**config.mk**
```make
export PLATFORM = sky130hd
export DESIGN_NAME = reset_seq
export DESIGN_NICKNAME = d
export VERILOG_FILES = /design/src/rtl/reset_seq.sv
export SDC_FILE = /design/constraint.sdc
export NUM_CORES = 1
export LEC_CHECK = 0
export BUFFER_PORTS_ARGS = -buffer_cell sky130_fd_sc_hd__buf_2
export CAP_MARGIN = 20
export CORE_MARGIN = 4
export CORE_UTILIZATION = 30
export DETAILED_ROUTE_END_ITERATION = 8
export GPL_TIMING_DRIVEN = 0
export HOLD_SLACK_MARGIN = 0.08
export PLACE_DENSITY = 0.48
export SYNTH_ARGS = -nofsm -noshare
export SYNTH_HDL_FRONTEND = slang
export SYNTH_SLANG_ARGS = --single-unit
```
**constraint.sdc**
```tcl
create_clock -name clk -period 1.9 [get_ports clk]
set_input_delay 0.19 -clock clk [delete_from_list [all_inputs] [get_ports clk]]
set_output_delay 0.19 -clock clk [all_outputs]
set_load 0.005 [all_outputs]
```
**src/rtl/reset_seq.sv**
```systemverilog
// Ordered multi-stage reset generator: HOLD, wait for filtered PLL lock, then release stages 0..NRST-1 DLY cycles apart.
// Optional macro RESET_SEQ_REVERSE_ASSERT_EN: a reset cause in RUN re-asserts the stages in reverse order.

module reset_seq #(
  parameter int NRST     = 4,
  parameter int DLY      = 16,
  parameter int HOLD     = 8,
  parameter int LOCK_FLT = 4
) (
  input  logic            clk,
  input  logic            rst_n,
  input  logic            lock_in,
  input  logic            srst_req,
  output logic [NRST-1:0] rst_out,
  output logic            rst_done,
  output logic            seq_busy
);

  localparam int CMAX  = (DLY > HOLD) ? DLY : HOLD;
  localparam int CNT_W = $clog2(CMAX + 1);
  localparam int FLT_W = $clog2(LOCK_FLT + 1);
  localparam int IDX_W = (NRST > 1) ? $clog2(NRST) : 1;

  localparam logic [CNT_W-1:0] HOLD_LAST = CNT_W'(HOLD - 1);
  localparam logic [CNT_W-1:0] DLY_LAST  = CNT_W'(DLY - 1);
  localparam logic [FLT_W-1:0] FLT_LAST  = FLT_W'(LOCK_FLT - 1);
  localparam logic [IDX_W-1:0] IDX_LAST  = IDX_W'(NRST - 1);

  typedef enum logic [2:0] {
    S_HOLD      = 3'd0,
    S_WAIT_LOCK = 3'd1,
    S_RELEASE   = 3'd2,
    S_RUN       = 3'd3
`ifdef RESET_SEQ_REVERSE_ASSERT_EN
    , S_ASSERT  = 3'd4
`endif
  } state_t;

  logic [1:0]       rst_sync_q;
  logic [1:0]       lock_sync_q;
  logic [FLT_W-1:0] flt_cnt_q, flt_cnt_d;
  logic             lock_ok_q, lock_ok_d;
  logic             lock_s;
  logic             lock_fall;
  logic             cause;

  state_t           state_q;
  logic [CNT_W-1:0] cnt_q;
  logic [IDX_W-1:0] idx_q;
  logic [NRST-1:0]  rst_out_q;
  logic             done_q;
  logic             busy_q;

  // Async assert, 2-flop synchronised release of the internal reset.
  always_ff @(posedge clk or negedge rst_n) begin
    if (!rst_n) begin
      rst_sync_q <= 2'b00;
    end else begin
      rst_sync_q <= {rst_sync_q[0], 1'b1};
    end
  end

  assign lock_s = lock_sync_q[1];

  always_comb begin
    flt_cnt_d = flt_cnt_q;
    lock_ok_d = lock_ok_q;
    if (!lock_s) begin
      flt_cnt_d = '0;
      lock_ok_d = 1'b0;
    end else if (!lock_ok_q) begin
      if (flt_cnt_q == FLT_LAST) begin
        lock_ok_d = 1'b1;
      end else begin
        flt_cnt_d = flt_cnt_q + FLT_W'(1);
      end
    end
  end

  always_ff @(posedge clk or negedge rst_n) begin
    if (!rst_n) begin
      lock_sync_q <= 2'b00;
      flt_cnt_q   <= '0;
      lock_ok_q   <= 1'b0;
    end else if (!rst_sync_q[1]) begin
      lock_sync_q <= 2'b00;
      flt_cnt_q   <= '0;
      lock_ok_q   <= 1'b0;
    end else begin
      lock_sync_q <= {lock_sync_q[0], lock_in};
      flt_cnt_q   <= flt_cnt_d;
      lock_ok_q   <= lock_ok_d;
    end
  end

  // Loss of lock is unfiltered: the first low synced sample is a cause.
  assign lock_fall = lock_ok_q & ~lock_s;
  assign cause     = srst_req | lock_fall;

  always_ff @(posedge clk or negedge rst_n) begin
    if (!rst_n) begin
      state_q   <= S_HOLD;
      cnt_q     <= '0;
      idx_q     <= '0;
      rst_out_q <= '1;
      done_q    <= 1'b0;
      busy_q    <= 1'b1;
    end else if (!rst_sync_q[1]) begin
      state_q   <= S_HOLD;
      cnt_q     <= '0;
      idx_q     <= '0;
      rst_out_q <= '1;
      done_q    <= 1'b0;
      busy_q    <= 1'b1;
    end else begin
      case (state_q)
        S_HOLD: begin
          if (cause) begin
            cnt_q <= '0;
          end else if (cnt_q == HOLD_LAST) begin
            state_q <= S_WAIT_LOCK;
            cnt_q   <= '0;
          end else begin
            cnt_q <= cnt_q + CNT_W'(1);
          end
        end

        S_WAIT_LOCK: begin
          if (cause) begin
            state_q <= S_HOLD;
            cnt_q   <= '0;
          end else if (lock_ok_q) begin
            state_q <= S_RELEASE;
            cnt_q   <= '0;
            idx_q   <= '0;
          end
        end

        S_RELEASE: begin
          if (cause) begin
            state_q   <= S_HOLD;
            cnt_q     <= '0;
            idx_q     <= '0;
            rst_out_q <= '1;
          end else if (cnt_q == DLY_LAST) begin
            rst_out_q[idx_q] <= 1'b0;
            cnt_q            <= '0;
            if (idx_q == IDX_LAST) begin
              state_q <= S_RUN;
              done_q  <= 1'b1;
              busy_q  <= 1'b0;
            end else begin
              idx_q <= idx_q + IDX_W'(1);
            end
          end else begin
            cnt_q <= cnt_q + CNT_W'(1);
          end
        end

        S_RUN: begin
          if (cause) begin
            done_q <= 1'b0;
            busy_q <= 1'b1;
            cnt_q  <= '0;
`ifdef RESET_SEQ_REVERSE_ASSERT_EN
            // Highest stage goes first; a single-stage build has nothing left to sequence.
            rst_out_q[NRST-1] <= 1'b1;
            if (NRST == 1) begin
              state_q <= S_HOLD;
              idx_q   <= '0;
            end else begin
              state_q <= S_ASSERT;
              idx_q   <= IDX_W'(NRST - 2);
            end
`else
            rst_out_q <= '1;
            state_q   <= S_HOLD;
            idx_q     <= '0;
`endif
          end
        end

`ifdef RESET_SEQ_REVERSE_ASSERT_EN
        S_ASSERT: begin
          if (lock_fall) begin
            state_q   <= S_HOLD;
            cnt_q     <= '0;
            idx_q     <= '0;
            rst_out_q <= '1;
          end else if (cnt_q == DLY_LAST) begin
            rst_out_q[idx_q] <= 1'b1;
            cnt_q            <= '0;
            if (idx_q == '0) begin
              state_q <= S_HOLD;
            end else begin
              idx_q <= idx_q - IDX_W'(1);
            end
          end else begin
            cnt_q <= cnt_q + CNT_W'(1);
          end
        end
`endif

        default: begin
          state_q   <= S_HOLD;
          cnt_q     <= '0;
          idx_q     <= '0;
          rst_out_q <= '1;
          done_q    <= 1'b0;
          busy_q    <= 1'b1;
        end
      endcase
    end
  end

  assign rst_out  = rst_out_q;
  assign rst_done = done_q;
  assign seq_busy = busy_q;

endmodule

```
* Word-level counts from Yosys, hierarchy flattened *
Index checks and enable logic that the tools add are counted.

cells by class
  multiplexer cells = 55
  reductions and logical operators = 9
  bitwise logic cells = 5
  order comparisons = 2
  add/subtract/negate cells = 3
  equal/unequal tests = 23

operators by type and width
  kind                                                                    count
  5-bit 2-to-1 mux                                                        8
  3-bit 2-to-1 mux                                                        13
  3-bit inequality test (second input constant)                           10
  5-bit one-hot mux with 4 select lines                                   1
  2-bit 2-to-1 mux                                                        8
  4-bit 2-to-1 mux                                                        4
  4-bit inequality test (second input constant)                           4
  1-bit 2-to-1 mux                                                        15
  3-bit one-hot mux with 4 select lines                                   1
  4-bit one-hot mux with 3 select lines                                   1
  6-bit AND reduction                                                     2
  3-bit by 2-bit equality test with 1-bit output (second input constant)  3
  2-bit one-hot mux with 4 select lines                                   1
  1-bit one-hot mux with 3 select lines                                   2
  5-bit by 1-bit adder with 5-bit output (second input constant)          1
  5-bit by 3-bit equality test with 1-bit output (second input constant)  1
  5-bit by 4-bit equality test with 1-bit output (second input constant)  1
  5-bit AND reduction                                                     1
  4-bit AND                                                               1
  2-bit inequality test (second input constant)                           2
  4-bit NOT                                                               1
  2-bit AND reduction                                                     2
  3-bit by 1-bit adder with 3-bit output (second input constant)          1
  3-bit by 1-bit equality test with 1-bit output (second input constant)  1
  12 further kinds                                                        12

word-level totals
  word-level logic and storage cells = 107
  input port bits = 4
  flip-flop bits (word level) = 24
  output and inout bits = 6

* Logic depth before layout (Yosys ltp) *
  depth in word-level cells = 10
  depth in mapped cells = 8

* Least setup slack after synthesis *
Ideal clock, no wire load.

  path type = flip-flop to flip-flop
  start = register cnt_q[0]
  end = register cnt_q[0]
  clock period less this slack = 1.628 ns
  arrival = 1.563 ns
  stages on the path, launching flop included = 9
  slack = 0.272 ns
  buffers on the path = 0
  path through = dfrtp_1 > ha_1 > nand3_1 > inv_1 > ha_1 > nand2_1 > nor4b_4 > o21a_2 > mux2_2

between the ends
  longest elaborated chain between the ends = 5
  elaborated cells between the ends (all ways) = 9
  those cells by class = add/sub: 1; eq/ne: 2; mux: 6

RTL lines
  item                                                            RTL line  source
  start, declared                                                 48        logic [CNT_W-1:0] cnt_q;
  start signal, assigned                                          124       cnt_q <= cnt_q + CNT_W'(1);
  start signal, assigned                                          156       cnt_q <= cnt_q + CNT_W'(1);
  5-bit by 1-bit adder with 5-bit output (tied with other cells)  124, 156
  5-bit 2-to-1 mux (on tied branches)                             145, 120
  5-bit 2-to-1 mux (on tied branches)                             140, 118
  5-bit one-hot mux with 4 select lines (*)                       116       case (state_q)
  5-bit 2-to-1 mux (*)                                            108       end else if (!rst_sync_q[1]) begin

Mark *: on every way between the ends. The rest lies on a longest branch, timed or not.
A chain may end at the register's enable or synchronous reset.

* Worst setup path after layout *
  start = register cnt_q[0]
  end = register cnt_q[1]

The elaborated chain is that of the path after synthesis.

==> impl_metrics.ini <==
[outcome]
outcome = finished, final reports clean

[die]
design.core.area_mm2 = 0.00377
die_w_um = 71.3
row_count = 22
start_util = 0.319
design.die.area_mm2 = 0.00508
top_level_ports = 10
fp.dieH_um = 71.3

[synth]
post-synth-top-area-fraction = 0.375
synth_area_mm2 = 0.00120
synth_cell_types = 36
post_synth_most_frequent_cells = 18 x sky130_fd_sc_hd__dfrtp_1, 12 x sky130_fd_sc_hd__nand2_1, 9 x sky130_fd_sc_hd__ha_1
synth_area_per_cell_um2 = 10.3
yosys_register_bits = 23
synth.largest_area_cell = sky130_fd_sc_hd__dfrtp_1
ys_dominant_reg_cell = sky130_fd_sc_hd__dfrtp_1
number_of_enable_flip_flop_cells_after_synthesis = 0
synth_cells = 117
synth.most_common_cell = sky130_fd_sc_hd__dfrtp_1
synth_async_sr_flop_share = 1.00
synth_nets = 130
warnings_from_yosys = 0
yosys-top-cells-area = sky130_fd_sc_hd__dfrtp_1 38%, sky130_fd_sc_hd__dfstp_2 11%, sky130_fd_sc_hd__ha_1 9.4%, sky130_fd_sc_hd__nand2_1 3.8%, sky130_fd_sc_hd__a21o_1 3.1%
synth_sequential_area_ratio = 0.484

[placed_design]
place_hpwl_um = 1640
gp_routability_congestion = 0.747
io_buffer_count = 9

[cts]
clock_sinks = 23
worstSkewPairLatency_ns = 0.26
htreeDepth = 1
clockBufferDepth = 2
cts_resized = 0
cts_tree = built
clk_root_buffer_cell = sky130_fd_sc_hd__clkbuf_8
clkSlewWorstSetupHoldPaths_ns = 0.08
cts_made_buffers = 3

[routing]
detailedRoute.firstPassIterationCount = 4
post_drt_via_cell_ratio = 4.94
initialDrtViolationCount = 29
postRouteWirelength_um = 2240
remaining_routing_drc_violations = 0
num_vias = 890
routed_wirelength_normalized_by_instance_count_um = 12.5
postRouteAntennaNets = 0

[setup_path]
worst_setup_path_start_kind = flop
end_kind = flop
timing.critical_path.required_ns = 2.10
worstPathMaxFanout = 4
r2r.worst_path.cells = 8
ws_path_type = flop to flop
worstPathArrival_ns = 1.99

[power]
powerDensity_mw_per_mm2 = 616
leakagePower_nw = 0.606
ir_drop_mv = 0.299

[global_route]
initial_antenna_violation_count = 0
grt_pass1_wl_um = 3830
number_of_global_route_vias_before_repair = 826
grt_start_max_net_pins = 24
congestion_overflow_gr = 0
grt_util_all_layers = 0.0966

[job]
timing.max_cap.violations = 0

[cells_and_area]
fillerInstances = 386
number_of_inserted_diodes = 0
fin_nets = 146
area_delta_synth_final_pct = 14.0
final_layout_size_suffix_gt1_frac = 0.189

[sta]
worst_hold_slack_ns = 0.133
grt_setup_unrepaired = false
final-hold-violation-count = 0
fmaxAchievable_ghz = 0.560
finalSetupViolations = 0
maxSlewViolCount = 0
setup_tns_ns = 0
timing.slew.headroom = 0.648
skew_ns = 0.00166
timing.final.crit_period_ns = 1.78
timing_worst_slew_pin_value_ns = 0.528
post-route-period-util = 0.939

[worst_hold_path]
min_delay_path_depth = 2
hold_path.class = input pin to flop
stage by stage:
stage          utilization  area (um2)  instances  total power, mW  setup WS, ns
6_report             0.363        1370        180            0.844         0.115
5_1_grt              0.363        1370        180            0.893        0.0109
4_1_cts              0.361        1360        179            0.862        0.0817
3_5_place_dp         0.346        1310        174            0.549         0.108
3_3_place_gp         0.346        1310        174            0.547         0.105
2_1_floorplan            -        1200        117            0.527         0.272
power breakdown:
part           switching, mW  internal [mW]
registers            0.00381          0.496
clock network          0.154          0.150
logic                 0.0252         0.0152
cells in the final DEF (no fill, tap or decap), drive strengths merged, types with 3 or more instances in the layout:
master,netlist,layout
nor2,7,7
buf,1,11
nand3b,3,3
ha,9,9
nand3,7,7
o21ai,9,9
nor3,3,3
clkbuf,1,5
a21oi,5,5
nand2,12,12
a21o,5,5
nand4,3,3
a22o,3,3
dfrtp,18,18
dfstp,5,5
inv,6,6
cell type report:
type	count	area, um2	share of cell area
Buffer	2	8.76	0.00640
Clock buffer	4	45.0	0.0329
Inverter	6	22.5	0.0165
Multi-Input combinational cell	86	588	0.430
Sequential cell	23	582	0.425
Tap cell	48	60.1	0.0439
Timing Repair Buffer	11	62.6	0.0457
worst paths after layout:
kind / from / endpoint / slack [ns]
max in group asynchronous: rst_n / seq_busy / 1.11
worst min-delay path: lock_in / lock_sync_q[0] / 0.13
worst max-delay path: cnt_q[0] / cnt_q[1] / 0.12
worst max register to register: cnt_q[0] / cnt_q[1] / 0.12
min in group asynchronous: rst_n / idx_q[0] / 0.43
worst min register to register: rst_sync_q[0] / rst_sync_q[1] / 0.36
sequential cells by signal (all words and copies together) (netlist names):
| signal | count |
|---|---|
| lock_sync_q | 2 |
| cnt_q | 5 |
| flt_cnt_q | 3 |
| idx_q | 2 |
| state_q | 2 |
| rst_out | 4 |
| rst_done | 1 |
| rst_sync_q | 2 |
| lock_ok_q | 1 |
| seq_busy | 1 |
critical path, cell delays in order, from the launching register on:
cell                      delay [ns]
sky130_fd_sc_hd__dfrtp_1        0.40
sky130_fd_sc_hd__ha_1           0.25
sky130_fd_sc_hd__nand3_1        0.12
sky130_fd_sc_hd__inv_1          0.05
sky130_fd_sc_hd__ha_1           0.20
sky130_fd_sc_hd__nand2_1        0.09
sky130_fd_sc_hd__nor4b_4        0.26
sky130_fd_sc_hd__o21a_2         0.21
sky130_fd_sc_hd__a22o_1         0.14
metal layers:
metal,up-vias,wire (um),GRT usage
li1,439,-,-
met1,430,1020,0.123
met2,19,1080,0.151
met3,2,118,0.0365
met4,0,16,0.0313
met5,-,0,0
cells by family (layout without fill, tap and decap cells):
family,Yosys count,in the layout,share of synthesized area
AO/OA/AOI/OAI,25,25,0.136
XOR/XNOR,1,1,0.00729
adder cells (fa/ha/maj),9,9,0.0938
buffers and inverters,8,23,0.0260
flip-flops,23,23,0.484
multiplexers,2,2,0.0177
other,1,1,0.00312
AND/OR/NAND/NOR,48,48,0.231
timing repair:
item	in CTS	in global routing
setup endpoints to repair	0	3
hold endpoints to repair	18	0
buffers inserted	0	1
hold buffers	1	0
(Power assumes the default switching activity.)
